$ cat config.mk
export PLATFORM = sky130hd
export DESIGN_NAME = mjpg_ereq_scheduler
export DESIGN_NICKNAME = d
export VERILOG_FILES = /design/src/rtl/mjpg_ereq_scheduler.sv
export SDC_FILE = /design/constraint.sdc
export NUM_CORES = 1
export LEC_CHECK = 0
export ABC_CLOCK_PERIOD_IN_PS = 6160
export BUFFER_PORTS_ARGS = -buffer_cell sky130_fd_sc_hd__buf_2
export CAP_MARGIN = 20
export CORE_MARGIN = 8
export CORE_UTILIZATION = 45
export CTS_CLUSTER_DIAMETER = 150
export DETAILED_ROUTE_END_ITERATION = 7
export HOLD_SLACK_MARGIN = 0.08
export PLACE_DENSITY = 0.68
export SYNTH_ARGS = -nofsm -noshare
export SYNTH_HDL_FRONTEND = slang
export SYNTH_SLANG_ARGS = --single-unit
export TNS_END_PERCENT = 20
$ cat constraint.sdc
create_clock -name clk -period 6.16 [get_ports clk]
set_input_delay 1.232 -clock clk [delete_from_list [all_inputs] [get_ports clk]]
set_output_delay 1.232 -clock clk [all_outputs]
set_load 0.01 [all_outputs]
$ cat src/rtl/mjpg_ereq_scheduler.sv
// rtl/mjpg_ereq_scheduler.sv - per-MCU Y/Cb/Cr entropy request sequencer for one 8-line band
// Optional build macro MJPG_SCHED_STATS_EN adds the band_cycles statistics output.
module mjpg_ereq_scheduler #(
  parameter int SLOT_Y = 5,
  parameter int SLOT_C = 3,
  parameter int GUARD  = 8,
  parameter int MCU_W  = 8
) (
  input  logic             clk,
  input  logic             rst,
  input  logic             frame_start,
  input  logic             line_go,
  input  logic [MCU_W-1:0] h_mcu,
  input  logic             hdr_busy,
  input  logic [5:0]       elen_y,
  input  logic [5:0]       elen_cb,
  input  logic [5:0]       elen_cr,
  output logic [2:0]       ereq,
  output logic [MCU_W-1:0] e_x_mcu_y,
  output logic [MCU_W-1:0] e_x_mcu_cb,
  output logic [MCU_W-1:0] e_x_mcu_cr,
  output logic             busy,
  output logic             band_done,
  output logic             err_overrun,
  output logic             err_collision
`ifdef MJPG_SCHED_STATS_EN
  ,
  output logic [15:0]      band_cycles
`endif
);

  typedef enum logic [2:0] {S_IDLE, S_PEND, S_REQ_Y, S_REQ_CB, S_REQ_CR, S_GUARD} state_t;
  localparam int SW = 8;

  state_t           state, state_d;
  logic [SW-1:0]    slot_cnt;
  logic [MCU_W-1:0] h_lat, h_lat_d;
  logic [MCU_W-1:0] x_y_d, x_cb_d, x_cr_d;
  logic [2:0]       ereq_d;
  logic             busy_d, done_d, ovr_d, col_d;
  logic             accept, multi;

  assign accept = (state == S_IDLE) && line_go && !frame_start;
  assign multi  = ((elen_y != 6'd0) && (elen_cb != 6'd0)) ||
                  ((elen_y != 6'd0) && (elen_cr != 6'd0)) ||
                  ((elen_cb != 6'd0) && (elen_cr != 6'd0));

  // slot_cnt counts cycles spent in the current state
  always_ff @(posedge clk or negedge rst) begin
    if (!rst) begin
      state    <= S_IDLE;
      slot_cnt <= '0;
    end else begin
      state    <= state_d;
      slot_cnt <= (state_d != state) ? '0 : slot_cnt + SW'(1);
    end
  end

  always_comb begin
    state_d = state;
    if (frame_start) begin
      state_d = S_IDLE;
    end else begin
      case (state)
        S_IDLE:   if (line_go && h_mcu != '0) state_d = hdr_busy ? S_PEND : S_REQ_Y;
        S_PEND:   if (!hdr_busy) state_d = S_REQ_Y;
        S_REQ_Y:  if (slot_cnt == SW'(SLOT_Y - 1)) state_d = S_REQ_CB;
        S_REQ_CB: if (slot_cnt == SW'(SLOT_C - 1)) state_d = S_REQ_CR;
        S_REQ_CR: if (slot_cnt == SW'(SLOT_C - 1)) state_d = S_GUARD;
        // e_x_mcu_cr already counts the MCU just finished, so it equals count + 1
        S_GUARD:  if (slot_cnt == SW'(GUARD - 1)) state_d = (e_x_mcu_cr < h_lat) ? S_REQ_Y : S_IDLE;
        default:  state_d = S_IDLE;
      endcase
    end
  end

  always_comb begin
    ereq_d  = 3'b000;
    busy_d  = (state_d != S_IDLE);
    done_d  = !frame_start && ((state != S_IDLE && state_d == S_IDLE) ||
                               (accept && h_mcu == '0));
    ovr_d   = frame_start ? 1'b0 : (err_overrun || (line_go && state != S_IDLE));
    col_d   = frame_start ? 1'b0 : (err_collision || multi);
    h_lat_d = accept ? h_mcu : h_lat;
    x_y_d   = e_x_mcu_y;
    x_cb_d  = e_x_mcu_cb;
    x_cr_d  = e_x_mcu_cr;
    case (state_d)
      S_REQ_Y:  ereq_d = 3'b001;
      S_REQ_CB: ereq_d = 3'b010;
      S_REQ_CR: ereq_d = 3'b100;
      default:  ereq_d = 3'b000;
    endcase
    if (frame_start || accept) begin
      x_y_d  = '0;
      x_cb_d = '0;
      x_cr_d = '0;
    end else begin
      if (state == S_REQ_Y  && state_d != S_REQ_Y)  x_y_d  = e_x_mcu_y  + MCU_W'(1);
      if (state == S_REQ_CB && state_d != S_REQ_CB) x_cb_d = e_x_mcu_cb + MCU_W'(1);
      if (state == S_REQ_CR && state_d != S_REQ_CR) x_cr_d = e_x_mcu_cr + MCU_W'(1);
    end
  end

  always_ff @(posedge clk or negedge rst) begin
    if (!rst) begin
      ereq          <= 3'b000;
      busy          <= 1'b0;
      band_done     <= 1'b0;
      err_overrun   <= 1'b0;
      err_collision <= 1'b0;
      h_lat         <= '0;
      e_x_mcu_y     <= '0;
      e_x_mcu_cb    <= '0;
      e_x_mcu_cr    <= '0;
    end else begin
      ereq          <= ereq_d;
      busy          <= busy_d;
      band_done     <= done_d;
      err_overrun   <= ovr_d;
      err_collision <= col_d;
      h_lat         <= h_lat_d;
      e_x_mcu_y     <= x_y_d;
      e_x_mcu_cb    <= x_cb_d;
      e_x_mcu_cr    <= x_cr_d;
    end
  end

`ifdef MJPG_SCHED_STATS_EN
  // run_cnt pre-counts the accept cycle and the band_done cycle
  logic [15:0] run_cnt;
  always_ff @(posedge clk or negedge rst) begin
    if (!rst) begin
      run_cnt     <= '0;
      band_cycles <= '0;
    end else if (frame_start) begin
      run_cnt     <= '0;
      band_cycles <= '0;
    end else if (accept) begin
      run_cnt <= 16'd2;
      if (h_mcu == '0) band_cycles <= 16'd2;
    end else if (state != S_IDLE) begin
      run_cnt <= (run_cnt == 16'hFFFF) ? run_cnt : run_cnt + 16'd1;
      if (state_d == S_IDLE) band_cycles <= (run_cnt == 16'hFFFF) ? run_cnt : run_cnt + 16'd1;
    end
  end
`endif

endmodule

==> out/qor.csv, run 1 <==
stage,metric,value,unit
route,avgRoutedWirePerCell,14.7,um
yosys,synth_seq_cells,50,
setup_path,worstPathMaxFanout,17,
timing,worst_pin_slew,0.852,ns
timing,finalMaxSlewViolations,0,
placed_design,dp_hpwl,4860,um
route,remaining_drc_errors,0,
yosys,ys.warnings.count,0,
timing,setup_tns,0,ns
setup_path,critPathArrivalTime,3.19,ns
clocking,cts_num_sinks,50,
yosys,synth_top_family_by_area,simple AND/OR/NAND/NOR gates,
setup_path,slowest_stage,a211oi_4,
route,wl,6480,um
placed_design,port_buffers,61,
final_layout,fin_nets,406,
timing,max_slew_margin,43.2,%
global_route,grt_overflow,0,
timing,setup_violations,0,
floorplan,dieArea,0.00924,sq mm
placed_design,place_congestion,0.857,
yosys,synth_seq_area_share,43.3,%
power_and_ir_drop,powerDensity,229,mW/mm^2
global_route,grt_pass1_vias,2366,
clocking,cts_setup_buffers,0,
setup_path,path_cells,buf_2 -> nor4_2 -> a21boi_1 -> o211a_1 -> or2_4 -> a211oi_4 -> or4_1 -> a21oi_1,
yosys,synth_area_leaders,"dfrtp_1, ha_1, a21oi_1",
floorplan,io_pins,62,
setup_path,required,6.31,ns
setup_path,end_kind,register,
clocking,clockRootBuffer,clkbuf_8,
global_route,antenna_found_initial,0,
run_status,status,finished clean,
yosys,synth_common_cells,"dfrtp_1, nand2_1, a21oi_1, o21ai_0, nor2_1",
yosys,synth_top_cell_area_share,43.3,%
route,num_vias,2452,
timing,finalCritPeriodShare,49.3,%
clocking,path_clk_slew,0.09,ns
yosys,syn_avg_cell_area,9.53,sq um
yosys,ys.flop_type,dfrtp_1,
final_layout,diodes,0,
final_layout,area_delta_synth_final,15.4,%
global_route,grt_use_total,15.0,%
yosys,ys_async_sr_fraction,100,%
yosys,synth_most_common_cell,dfrtp_1,
floorplan,die_x,96.1,um
timing,max_freq,329,MHz
yosys,synth_compound_area_share,18.4,%
yosys,synth-edff-count,0,
timing,fin_skew,0.00750,ns
yosys,synth-simple-area-share,23.2,%
global_route,grt_pass1_wl,11100,um
final_layout,drive_gt1_share,24.8,%
route,drt-pass1-iter-count,4,
route,first_iter_violations,177,
timing,fin_hold_ws,0.519,ns
clocking,cts_resized,0,
clocking,numCtsBuffers,5,
clocking,hold_buffers,0,
yosys,synth_nets,347,
timing,layout_min_cycle_time,3.04,ns
floorplan,die_y,96.1,um
setup_path,crit_type,input pin to register,
yosys,syn-cell-area,0.00289,sq mm
floorplan,start_util,46.0,%
yosys,synth.largest_area_cell,dfrtp_1,
timing,hold_viol_final,0,
yosys,synthAdderAreaFrac,5.98,%
yosys,synth_mux_area_share,1.47,%
setup_path,cp_slowest_stage_delay,0.49,ns
yosys,synth.distinct_cells,55,
final_layout,fillers,600,
hold_path,min_path_type,register to register,
clocking,cts_buffer_depth,2,
clocking,htree_num_levels,2,
global_route,grt_max_degree,51,
clocking,clk_latency,0.30,ns
flow_run,maxCapViolCount,0,
power_and_ir_drop,irDropWorstVdd,0.000144,V
floorplan,rows,29,
timing,rsz0062_at_grt,no,
yosys,yosys.area_share.xor_xnor,3.33,%
yosys,netlist_instances,303,
setup_path,crit_path_start_kind,input pin,
power_and_ir_drop,p_leak,1.57,nW
route,postRouteAntennaNets,0,
route,vias_per_cell,5.57,
floorplan,core,0.00628,sq mm
clocking,cts_tree,built,
## cell type report
cell class,count,area [sq um],share of cell area (%)
Multi-Input combinational cell,230,1520,45.4
Sequential cell,50,1250,37.5
Timing Repair Buffer,62,313,9.38
Tap cell,77,96.3,2.89
Clock buffer,6,72.6,2.18
Inverter,13,48.8,1.46
Clock inverter,2,37.5,1.13
## cells in the final DEF, fill, tap and decap left out, drive strengths merged, types with 2 or more instances in the layout
cell type / instances
xnor2: 9
mux2: 2
dfrtp: 50
o21ai: 23
o31ai: 9
and3: 7
o31a: 2
xor2: 2
nor4: 2
nand4: 7
inv: 13
o211ai: 4
clkbuf: 6
nor3: 9
nand3: 12
nor2b: 2
a21oi: 31
ha: 13
mux2i: 2
a211oi: 3
buf: 62
nand2b: 4
nand2: 32
or3: 11
and2: 2
or4: 8
nor2: 20
or2: 2
## per-stage QoR
| step | power (mW) | setup slack, ns | util (%) | cells | instance area (sq um) |
|---|---|---|---|---|---|
| after floorplan | 0.494 | 3.29 | - | 303 | 2890 |
| after global placement | 0.536 | 2.85 | 51.4 | 432 | 3220 |
| after detailed placement | 0.541 | 2.81 | 51.4 | 432 | 3220 |
| after CTS | 0.773 | 3.13 | 53.1 | 440 | 3330 |
| after global routing | 0.811 | 2.91 | 53.1 | 440 | 3330 |
| final | 0.765 | 3.12 | 53.1 | 440 | 3330 |
## cell families after synthesis
group	after synthesis
AOI/OAI and AO/OA	80
xor gates and xnor gates	11
adders and majority gates	14
buffers and inverters	23
DFF	50
muxes	4
and+or+nand+nor	121
## worst max-delay path: cells and delay by family
| family | cells | cell delay, ns |
|---|---|---|
| AO/OA/AOI/OAI | 4 | 0.98 |
| AND/OR/NAND/NOR | 3 | 0.87 |
| buffers and inverters | 1 | 0.11 |
## final timing paths
check | cells after the start | start | to | slack, ns
max reg2reg | 8 | e_x_mcu_cr[2] | slot_cnt[0] | 3.37
min reg2reg | 2 | err_collision | err_collision | 0.52
min | 2 | err_collision | err_collision | 0.52
max | 8 | h_mcu[1] | e_x_mcu_y[7] | 3.12
min in group asynchronous | 2 | rst | ereq[1] | 1.01
max in group asynchronous | 2 | rst | h_lat[0] | 4.72
## routing by layer
layer  GRT usage [%]  vias to the layer above  part of all wire [%]
met5               0                        -                     0
met4            3.20                        0                  0.68
met3            4.29                        5                   7.2
met2            24.7                       64                    45
met1            19.0                     1171                    47
li1                -                     1212                     -
## registers in the layout (all words and copies together) (netlist names)
register / count
band_done: 1
busy: 1
e_x_mcu_cb: 8
e_x_mcu_cr: 8
e_x_mcu_y: 8
ereq: 3
err_collision: 1
err_overrun: 1
h_lat: 8
slot_cnt: 8
state: 3
## report_power, final
part	internal (mW)	switching (mW)	total, mW
Combinational	0.0597	0.0930	0.153
Sequential	0.355	0.0253	0.380
Clock	0.121	0.111	0.232
Total	0.536	0.229	0.765
Power figures use the tool's default switching activity.
==> run 2: changes to the inputs <==
--- a/config.mk
+++ b/config.mk
@@ -5,7 +5,7 @@
 export SDC_FILE = /design/constraint.sdc
 export NUM_CORES = 1
 export LEC_CHECK = 0
-export ABC_CLOCK_PERIOD_IN_PS = 6160
+export ABC_CLOCK_PERIOD_IN_PS = 2560
 export BUFFER_PORTS_ARGS = -buffer_cell sky130_fd_sc_hd__buf_2
 export CAP_MARGIN = 20
 export CORE_MARGIN = 8
@@ -13,7 +13,7 @@
 export CTS_CLUSTER_DIAMETER = 150
 export DETAILED_ROUTE_END_ITERATION = 7
 export HOLD_SLACK_MARGIN = 0.08
-export PLACE_DENSITY = 0.68
+export PLACE_DENSITY = 0.71
 export SYNTH_ARGS = -nofsm -noshare
 export SYNTH_HDL_FRONTEND = slang
 export SYNTH_SLANG_ARGS = --single-unit
==> constraint.sdc (replaced) <==
create_clock -name clk -period 2.56 [get_ports clk]
set_input_delay 0.512 -clock clk [delete_from_list [all_inputs] [get_ports clk]]
set_output_delay 0.512 -clock clk [all_outputs]
set_load 0.01 [all_outputs]
==> run 2 against run 1 <==
Compared with the run above:
- clock power is 120% higher
- final cell count up 2.5%
- sequential power up 140%
- critical endpoint unchanged
- first-iteration DRC count rose by 13%
- critical path type is now register to register
- utilization increased by 1.7 points
- via count rose by 0.53%
- global-route usage fell by 0.45 points
- critical path depth grew 2
==> out/qor.csv, run 2 (synthesis results as in run 1) <==
stage,metric,value,unit
flow_run,maxCapViolCount,0,
timing,setup_violations,0,
setup_path,r2r-end,e_x_mcu_y[7],
timing,layout_min_cycle_time,2.43,ns
timing,finalCritPeriodShare,94.7,%
power_and_ir_drop,p_leak,1.63,nW
route,num_vias,2465,
global_route,antenna_found_initial,0,
timing,max_freq,412,MHz
clocking,clockRootBuffer,clkbuf_8,
setup_path,crit_type,register to register,
setup_path,slowest_stage,or4_1,
global_route,grt_max_degree,51,
clocking,clk_latency,0.30,ns
setup_path,crit_path_start_kind,register,
global_route,grt_pass1_wl,10700,um
clocking,cts_setup_buffers,0,
clocking,cts_tree,built,
setup_path,path_cells,inv_1 -> ha_1 -> nor2b_1 -> and3_1 -> o211ai_2 -> or2_4 -> a211oi_4 -> buf_12 -> or4_1 -> a21oi_1,
timing,worst_pin_slew,0.628,ns
timing,rsz0062_at_grt,no,
clocking,cts_buffer_depth,2,
route,avgRoutedWirePerCell,14.4,um
floorplan,io_pins,62,
route,first_iter_violations,200,
clocking,cts_num_sinks,50,
route,postRouteAntennaNets,0,
clocking,cts_resized,0,
hold_path,min_path_type,input pin to asynchronous set/reset pin,
placed_design,dp_hpwl,4890,um
final_layout,final_cell_mix,"buf_2, dfrtp_1, nand2_1, a21oi_1",
final_layout,fin_nets,417,
timing,hold_viol_final,0,
floorplan,start_util,46.0,%
placed_design,port_buffers,61,
setup_path,required,2.79,ns
setup_path,worstPathMaxFanout,17,
route,remaining_drc_errors,0,
timing,setup_tns,0,ns
clocking,path_clk_slew,0.09,ns
route,wl,6510,um
timing,max_slew_margin,58.1,%
power_and_ir_drop,p_total,1.82,mW
power_and_ir_drop,irDropWorstVdd,0.000246,V
setup_path,critPathArrivalTime,2.66,ns
floorplan,rows,29,
global_route,grt_use_total,14.5,%
clocking,htree_num_levels,2,
global_route,grt_pass1_vias,2347,
final_layout,final_common_cell,buf_2,
clocking,numCtsBuffers,5,
run_status,status,finished clean,
setup_path,cp-startpoint,slot_cnt[0],
final_layout,area_delta_synth_final,19.1,%
final_layout,final_util,54.8,%
setup_path,cp_slowest_stage_delay,0.49,ns
final_layout,drive_gt1_share,27.5,%
route,drt-pass1-iter-count,5,
setup_path,end_kind,register,
setup_path,crit_end,e_x_mcu_y[7],
setup_path,rrSetupSlack,0.13,ns
setup_path,reg2reg_from,slot_cnt[0],
timing,fin_skew,0.00749,ns
floorplan,core,0.00628,sq mm
floorplan,die_x,96.1,um
global_route,grt_overflow,0,
setup_path,ff2ff_path_depth,10,
timing,finalMaxSlewViolations,0,
route,vias_per_cell,5.47,
power_and_ir_drop,powerDensity,528,mW/mm^2
clocking,hold_buffers,0,
floorplan,dieArea,0.00924,sq mm
floorplan,die_y,96.1,um
final_layout,diodes,0,
placed_design,place_congestion,0.825,
[run 2: worst max-delay path: cells and delay by family (launching register included)]
family                     cells  cell delay [ns]
and+or+nand+nor                4             1.04
AOI/OAI and AO/OA              3             0.47
DFF                            1             0.40
buffers and inverters          2             0.24
adders and majority gates      1             0.19
[run 2: layout make-up]
type / instances / area, sq um
Clock buffer: 7 / 96.3
Clock inverter: 1 / 8.76
Fill cell: 572 / 2840
Inverter: 13 / 48.8
Multi-Input combinational cell: 230 / 1520
Sequential cell: 50 / 1250
Tap cell: 77 / 96.3
Timing Repair Buffer: 73 / 420
[run 2: routing by layer]
metal / GRT usage, % / wire [um] / vias to the layer above
li1: - / - / 1232
met1: 18.1 / 2910 / 1146
met2: 23.4 / 2960 / 82
met3: 4.60 / 563 / 5
met4: 4.61 / 71 / 0
met5: 0 / 0 / -
[run 2: through the flow]
stage          std cells  hold slack, ns  setup slack (ns)  cell area (sq um)
4_1_cts              451           0.333            0.0841               3440
2_1_floorplan        303           0.216             0.175               2890
3_5_place_dp         443           0.497            0.0741               3330
3_3_place_gp         443           0.479            0.0953               3330
6_report             451           0.305             0.135               3440
5_1_grt              451           0.359           0.00192               3440
[run 2: power by group]
part           switching, mW  internal [mW]
Clock                  0.262          0.248
Sequential            0.0613          0.854
Combinational          0.228          0.163
[run 2: how the worst min path moves through the flow]
stage / slack, ns / depth (start not counted) / to / startpoint
global route: 0.36 / 2 / ereq[1] / rst
floorplan: 0.22 / 0 / band_done / rst
detailed placement: 0.50 / 1 / h_lat[0] / h_lat[0]
CTS: 0.33 / 2 / e_x_mcu_cr[2] / rst
global placement: 0.48 / 2 / err_overrun / err_overrun
finish: 0.31 / 2 / e_x_mcu_cr[0] / rst
